[src/rtl/banco_registros_param.sv]
// Parameterised two-read/one-write register file with a bulk-clear sweep FSM.
// Define BANCO_REGISTROS_BYPASS_EN to forward same-cycle write data onto the read ports.
module banco_registros_param #(
    parameter int unsigned WIDTH    = 32,
    parameter int unsigned DEPTH    = 32,
    parameter int unsigned AW       = 5,
    parameter int unsigned ZERO_REG = 1
) (
    input  logic             clk,
    input  logic             rst_n,
    input  logic [AW-1:0]    Read_Reg1,
    input  logic [AW-1:0]    Read_Reg2,
    input  logic [AW-1:0]    Write_Reg,
    input  logic [WIDTH-1:0] Write_Data,
    input  logic             RegWrite,
    input  logic             Clear,
    output logic             Busy,
    output logic [WIDTH-1:0] Read_data1,
    output logic [WIDTH-1:0] Read_data2
);

    localparam logic [0:0]    S_IDLE   = 1'b0;
    localparam logic [0:0]    S_CLEAR  = 1'b1;
    localparam logic [AW-1:0] LAST_PTR = AW'(DEPTH - 1);

    logic [WIDTH-1:0] r_mem [DEPTH];
    logic [0:0]       r_state;
    logic [0:0]       w_state_nxt;
    logic [AW-1:0]    r_ptr;
    logic [AW-1:0]    w_ptr_nxt;
    logic             w_wr_en;

    // An address is backed by storage unless it is out of range or the hardwired zero register.
    function automatic logic addr_ok(input logic [AW-1:0] a);
        return (32'(a) < DEPTH) && !((ZERO_REG != 0) && (a == '0));
    endfunction

    assign Busy    = (r_state == S_CLEAR);
    assign w_wr_en = RegWrite && (r_state == S_IDLE) && addr_ok(Write_Reg);

    // Sweep controller state register
    always_ff @(posedge clk or negedge rst_n) begin
        if (!rst_n) begin
            r_state <= S_IDLE;
            r_ptr   <= '0;
        end else begin
            r_state <= w_state_nxt;
            r_ptr   <= w_ptr_nxt;
        end
    end

    // Sweep controller next state: Clear is only honoured from IDLE
    always_comb begin
        w_state_nxt = r_state;
        w_ptr_nxt   = r_ptr;
        case (r_state)
            S_IDLE: begin
                if (Clear) begin
                    w_state_nxt = S_CLEAR;
                    w_ptr_nxt   = '0;
                end
            end
            S_CLEAR: begin
                w_ptr_nxt = r_ptr + AW'(1);
                if (r_ptr == LAST_PTR) begin
                    w_state_nxt = S_IDLE;
                    w_ptr_nxt   = '0;
                end
            end
            default: begin
                w_state_nxt = S_IDLE;
                w_ptr_nxt   = '0;
            end
        endcase
    end

    // Storage: sweep zeroing has priority; user writes are only taken in IDLE
    always_ff @(posedge clk or negedge rst_n) begin
        if (!rst_n) begin
            r_mem <= '{default: '0};
        end else if (r_state == S_CLEAR) begin
            r_mem[r_ptr] <= '0;
        end else if (w_wr_en) begin
            r_mem[Write_Reg] <= Write_Data;
        end
    end

    // Combinational read ports
    always_comb begin
        Read_data1 = '0;
        Read_data2 = '0;
        if (addr_ok(Read_Reg1)) Read_data1 = r_mem[Read_Reg1];
        if (addr_ok(Read_Reg2)) Read_data2 = r_mem[Read_Reg2];
`ifdef BANCO_REGISTROS_BYPASS_EN
        if (w_wr_en && (Read_Reg1 == Write_Reg)) Read_data1 = Write_Data;
        if (w_wr_en && (Read_Reg2 == Write_Reg)) Read_data2 = Write_Data;
`endif
    end

endmodule

[config.mk]
export PLATFORM = sky130hd
export DESIGN_NAME = banco_registros_param
export DESIGN_NICKNAME = d
export VERILOG_FILES = /design/src/rtl/banco_registros_param.sv
export SDC_FILE = /design/constraint.sdc
export NUM_CORES = 2
export LEC_CHECK = 0
export BUFFER_PORTS_ARGS = -buffer_cell sky130_fd_sc_hd__buf_2
export CORE_MARGIN = 2
export CORE_UTILIZATION = 50
export CTS_BUF_LIST = sky130_fd_sc_hd__clkbuf_16
export CTS_CLUSTER_DIAMETER = 60
export DETAILED_ROUTE_END_ITERATION = 6
export GPL_ROUTABILITY_DRIVEN = 0
export PLACE_DENSITY = 0.77
export SLEW_MARGIN = 20
export SYNTH_ARGS = -nofsm -noshare
export SYNTH_HDL_FRONTEND = slang
export SYNTH_SLANG_ARGS = --single-unit
[constraint.sdc]
create_clock -name clk -period 2.75 [get_ports clk]
set_input_delay 0.55 -clock clk [delete_from_list [all_inputs] [get_ports clk]]
set_output_delay 0.55 -clock clk [all_outputs]
set_load 0.1 [all_outputs]
== Word level (Yosys, flattened, before mapping) ==
Index checks and enable logic that the tools add are counted.

* Add/sub/neg operators: 1
* $lt $le $gt $ge: 6
* Equal/unequal tests: 2
* Muxes and demuxes: 21
* Bitwise operators: 7
* Reductions and logical operators: 9

{| class="wikitable"
|+ Operator list
! cell !! count
|-
| $mux W1024 || 2
|-
| $and A1024 B1024 Y1024 || 1
|-
| $bwmux W1024 || 1
|-
| $not A1024 Y1024 || 1
|-
| $bmux W32 S5 || 2
|-
| $demux W32 S5 || 2
|-
| $mux W32 || 8
|-
| $ge A6 B6 Y1 const B || 4
|-
| $not A5 Y6 || 4
|-
| $logic_not A5 Y1 || 3
|-
| $lt A6 B1 Y1 const B || 2
|-
| $mux W5 || 2
|-
| $pmux W5 S2 || 1
|-
| $add A5 B1 Y5 const B || 1
|-
| $eq A5 B5 Y1 const B || 1
|-
| $logic_and A1 B1 Y1 || 4
|-
| $mux W1 || 2
|-
| $ne A2 B2 Y1 const B || 1
|-
| $pmux W1 S2 || 1
|-
| $reduce_bool A2 Y1 || 1
|-
| $logic_not A1 Y1 || 1
|-
| $not A1 Y1 || 1
|}

* Register bits after elaboration: 1,030
* Logic and storage cells: 80

== Logic depth before layout (Yosys ltp) ==
* Word-level depth: 8
* Depth in mapped cells: 7
* Depth with buffers taken out: 6

== Worst setup path after synthesis ==
Ideal clock, no wire load.

* Kind: input port to output port
* Start: input port Read_Reg2[0]
* End: output port Read_data2[15]
* Data arrival time: 4,243 ps
* Required time: 2,200 ps
* Setup slack: -2,043 ps
* Cell stages on the path: 7
* Buffers on the path: 4
* Path through: buf_2 > inv_1 > clkbuf_1 > buf_1 > buf_2 > o2111ai_1 > a311oi_1

* Word-level cells in the longest chain between the ends: 5

{| class="wikitable"
|+ RTL lines
! element !! line !! source
|-
| from (decl) || 12 || <nowiki>input logic [AW-1:0] Read_Reg2,</nowiki>
|-
| $not A5 Y6 (implied by the code) || 93 || <nowiki>if (addr_ok(Read_Reg2)) Read_data2 = r_mem[Read_Reg2];</nowiki>
|-
| $bmux W32 S5 || 93 ||
|-
| $mux W32 (implied by the code) (2 in a row) || 93 ||
|-
| $mux W32 (*) || 93 ||
|-
| to (decl) || 19 || <nowiki>output logic [WIDTH-1:0] Read_data2</nowiki>
|}

Mark *: on every way between the ends. The rest lies on a longest branch, timed or not. The select of a mux whose other input is x is not followed.

== Final worst setup path ==
* Start: register r_mem[937] (netlist name)
* End: output port Read_data2[9]

* Word-level cells in the longest chain between the ends: 4

{| class="wikitable"
|+ RTL lines
! element !! line !! source
|-
| from (decl) || 26 || <nowiki>logic [WIDTH-1:0] r_mem [DEPTH];</nowiki>
|-
| from (signal, indexed assignment) || 84 || <nowiki>r_mem[Write_Reg] <= Write_Data;</nowiki>
|-
| $bmux W32 S5 || 93 ||
|-
| $mux W32 (implied by the code) (2 in a row) || 93 ||
|-
| $mux W32 || 93 ||
|}

No other way between the ends. The select of a mux whose other input is x is not followed.

==> implementation parameters <==
Parameter                              Value

Yosys
  Sequential share of the synthesized area    48.95%
  Count of flip-flops with a built-in enable after synthesis    0
  Netlist Area Pre-Place    52650 µm²
  Most used flip-flop cell after synthesis    sky130_fd_sc_hd__dfrtp_1
  Top-area cell type share of the netlist area    48.95%
  Flop and latch count out of synthesis    1030
  Post-Synthesis Cells    3788
  Share of synthesized registers carrying an async set or reset    100.0%
  Post-Synthesis Mean Instance Area    13.90 µm²
  Largest cells by area after synthesis    sky130_fd_sc_hd__dfrtp_1, sky130_fd_sc_hd__mux4_2, sky130_fd_sc_hd__a22o_1
  Net count after synthesis    3844
  Distinct cell type count after synthesis    38
  Cell accounting for the most synthesized area    sky130_fd_sc_hd__dfrtp_1
  Yosys warning count    0

GRT
  Wire length of the first global-routing pass    325800 µm
  Via count of the first global-routing pass    47173
  Antenna violations before repair    15
  Maximum number of pins on one net before global-route repair    110
  Global Route Usage Sum    41.43%
  Final global-route overflow total    0

Power and ir drop
  Proportion of power drawn by flip-flops and latches    40.3%
  Leakage    30.61 nW
  Internal power consumption    32.22 mW
  Largest vdd supply drop    0.6108 mV
  Power share of the combinational group    29.0%
  Clk pwr share    30.7%
  Pwr Density    705.2 nW/µm²
  Psw    16.71 mW
  Net Sw Frac    34.15%

Clocking
  CTS Buffer Depth    3
  Clock-pin slew of the registers on the worst-case setup and hold paths    0.06 ns
  Clock Tree Root    sky130_fd_sc_hd__clkbuf_16
  Worst skew pair latency    0.74 ns
  Clock tree from TritonCTS    yes
  Total CTS buffers    104
  Sink Count    1030
  Deepest level of the CTS H-tree    3

Route
  Detail-routed via count per cell    8.343
  Post-detailed-route DRC marker count    13
  Number of nets with antenna violations after detailed routing    0
  Overall via count from detail_route    48270
  Sum of routed wire length over all layers    236500 µm
  Iter 0 DRT Violations    9130
  Post-DR wirelength/cell    40.88 µm
  Count of TritonRoute iterations in the first routing pass    7

Worst setup path
  CP Launch Type    register
  Start point of the critical path    r_mem[937]
  Startpoint of the lowest-slack register-to-register path    r_ptr[0]
  Path depth of the worst reg2reg path    7
  Setup CP Type    reg2out
  Reg-to-reg endpoint    r_mem[698]
  Worst reg-to-reg setup slack    -0.10 ns
  Arrival time of data at the critical path endpoint    2.72 ns
  Worst setup path endpoint    Read_data2[9]
  CP Max Fanout    3
  Kind of capture point of the worst setup path    output pin
  Required arrival time at the worst endpoint    2.20 ns

Floorplanning
  Effective utilization at floorplan    50.23%
  Die span in x    328.5 µm
  Standard-cell rows    119
  CORE AREA    104800 µm²
  Die height    328.5 µm
  Full die area    107900 µm²
  Number of top-level design ports    116

Place
  Worst setup slack before clock tree synthesis    -0.7491 ns
  Cell area reported after detailed placement    62190 µm²
  Number of placed instances with taps included    5414
  Buffers on Ports    115
  Detailed-placement wirelength estimate    131900 µm

STA
  Peak Freq    0.3057 GHz
  Actual slew at the worst max-slew pin    1.690 ns
  Count of final max-slew check failures    12
  Relative slew slack    -12.66%
  Final worst-path setup slack    -0.5210 ns
  Unrepaired setup endpoints after global routing    yes
  Hold_ws    0.1545 ns
  Worst clock skew on the final layout    0.03920 ns
  Final count of negative-setup-slack endpoints    129
  Final period util    118.9%
  Hold Fails Final Rpt    0
  Final Critical Period    3.271 ns

Layout
  Final-layout fill cell count    6513
  Final net count    4345
  Final core occ    66.18%
  Area added between synthesis and finish    31.76%
  Design Area, Final    69370 µm²
  Layout cells sized above 1    44.64%
  Count of placed standard cells in the final layout, fillers left out    5786

Run
  Max cap viols    1

Outcome
  Result of the run    finished, violations left
  Violated checks    DRC, capacitance limit, slew limit, setup timing

Worst hold path
  Kind of path behind the tightest hold check    in2reg
## cell usage in the layout, fill, tap and decap left out, types with 5 or more instances in the layout
master,count
sky130_fd_sc_hd__and2_1,37
sky130_fd_sc_hd__clkinv_2,17
sky130_fd_sc_hd__inv_6,5
sky130_fd_sc_hd__o21ai_4,36
sky130_fd_sc_hd__a211oi_1,7
sky130_fd_sc_hd__nand2_1,31
sky130_fd_sc_hd__o2111ai_4,6
sky130_fd_sc_hd__a22oi_2,23
sky130_fd_sc_hd__buf_4,566
sky130_fd_sc_hd__buf_2,42
sky130_fd_sc_hd__a311oi_4,64
sky130_fd_sc_hd__and3_1,5
sky130_fd_sc_hd__ha_1,5
sky130_fd_sc_hd__clkinv_1,22
sky130_fd_sc_hd__a22oi_1,41
sky130_fd_sc_hd__a21oi_4,31
sky130_fd_sc_hd__mux4_2,448
sky130_fd_sc_hd__o2111ai_1,5
sky130_fd_sc_hd__buf_8,11
sky130_fd_sc_hd__inv_1,24
sky130_fd_sc_hd__nor2b_1,35
sky130_fd_sc_hd__mux2i_1,127
sky130_fd_sc_hd__buf_16,33
sky130_fd_sc_hd__a221oi_2,44
sky130_fd_sc_hd__bufinv_16,14
sky130_fd_sc_hd__diode_2,16
sky130_fd_sc_hd__buf_12,166
sky130_fd_sc_hd__o21ai_2,48
sky130_fd_sc_hd__nor2b_4,21
sky130_fd_sc_hd__clkbuf_16,112
sky130_fd_sc_hd__a211oi_2,55
sky130_fd_sc_hd__mux2_2,14
sky130_fd_sc_hd__nor2_4,31
sky130_fd_sc_hd__mux2_4,50
sky130_fd_sc_hd__dfrtp_1,1030
sky130_fd_sc_hd__clkinvlp_4,9
sky130_fd_sc_hd__buf_6,62
sky130_fd_sc_hd__nor2b_2,12
sky130_fd_sc_hd__a22o_1,992
sky130_fd_sc_hd__o21ai_1,30
## power by group through the flow
| stage | logic (mW) | registers [mW] | clock network [mW] |
|---|---|---|---|
| global placement | 11.9 | 19.4 | 0 |
| finish | 14.2 | 19.7 | 15.0 |
| detailed placement | 12.2 | 19.6 | 0 |
| CTS | 12.9 | 19.3 | 14.8 |
| global route | 14.4 | 19.8 | 15.5 |
| floorplan | 7.66 | 18.9 | 0 |
## routing by layer
metal | wire length (µm) | vias to the layer above | track usage (%)
met4 | 24820 | 26 | 30.43
met2 | 94180 | 5797 | 56.38
met3 | 44190 | 2072 | 21.11
met1 | 72810 | 23831 | 50.21
li1 | - | 16544 | -
met5 | 546 | - | 1.508
## registers in the layout, indices dropped and copies added, names as in the netlist
register and count:
r_mem 1024, r_ptr 5, Busy 1
## cells by family after synthesis
| family | count (synthesis) | synth area share, % |
|---|---|---|
| compound gates | 1399 | 21.92 |
| fa+ha+maj | 5 | 0.1188 |
| xor+xnor | 2 | 0.03328 |
| flops | 1030 | 48.95 |
| mux | 640 | 22.97 |
| simple gates | 207 | 2.212 |
| buf+inv | 505 | 3.798 |
## timing repair
action	CTS	global route
hold buffers	1	0
cloned	17	8
endpoints found under the setup margin	64	86
gates resized for setup	351	141
pin swaps	61	67
buffers inserted	87	73
endpoints found under the hold margin	28	0
## synth_stat cells, types with 50 or more instances
cell / n
sky130_fd_sc_hd__a211oi_1: 64
sky130_fd_sc_hd__a221oi_1: 50
sky130_fd_sc_hd__a22o_1: 992
sky130_fd_sc_hd__a22oi_1: 64
sky130_fd_sc_hd__a311oi_1: 64
sky130_fd_sc_hd__buf_2: 83
sky130_fd_sc_hd__clkbuf_1: 400
sky130_fd_sc_hd__dfrtp_1: 1030
sky130_fd_sc_hd__mux2_2: 64
sky130_fd_sc_hd__mux2i_1: 128
sky130_fd_sc_hd__mux4_2: 448
sky130_fd_sc_hd__nor2b_1: 68
sky130_fd_sc_hd__o21ai_0: 116
## critical path, stage by stage, from the launching register on
cell	delay (ns)
sky130_fd_sc_hd__dfrtp_1	0.38
sky130_fd_sc_hd__mux4_2	0.24
sky130_fd_sc_hd__nor2b_2	0.16
sky130_fd_sc_hd__a211oi_2	0.06
sky130_fd_sc_hd__buf_4	0.19
sky130_fd_sc_hd__a311oi_4	0.70
sky130_fd_sc_hd__buf_12	0.26
## worst min-delay path by stage
| stage | startpoint | to | slack, ns | cells after the start |
|---|---|---|---|---|
| CTS | Clear | r_ptr[0] | 0.14 | 2 |
| detailed placement | r_mem[994] | r_mem[994] | 0.50 | 1 |
| finish | Clear | r_ptr[0] | 0.15 | 2 |
| global route | Clear | r_ptr[0] | 0.14 | 2 |
| global placement | r_mem[1000] | r_mem[1000] | 0.49 | 1 |
| floorplan | rst_n | Busy | 0.25 | 0 |
## stage by stage
stage          power (mW)  setup TNS, ns
6_report            48.92         -21.60
4_1_cts             47.08         -13.19
2_1_floorplan       26.59         -14.26
3_3_place_gp        31.32         -21.96
3_5_place_dp        31.73         -20.39
5_1_grt             49.64         -17.72
## cell type report
cell class	instances	area (µm²)	area share, %
diodes	16	40.04	0.05771
well taps	1391	1740	2.509
clock inverters	90	819.5	1.181
multi-input cells	2255	28470	41.04
repair buffers	891	9844	14.19
flip-flops and latches	1030	25770	37.15
clock buffers	106	2653	3.824
inverters	7	30.03	0.04329
Power figures use the tool's default switching activity.
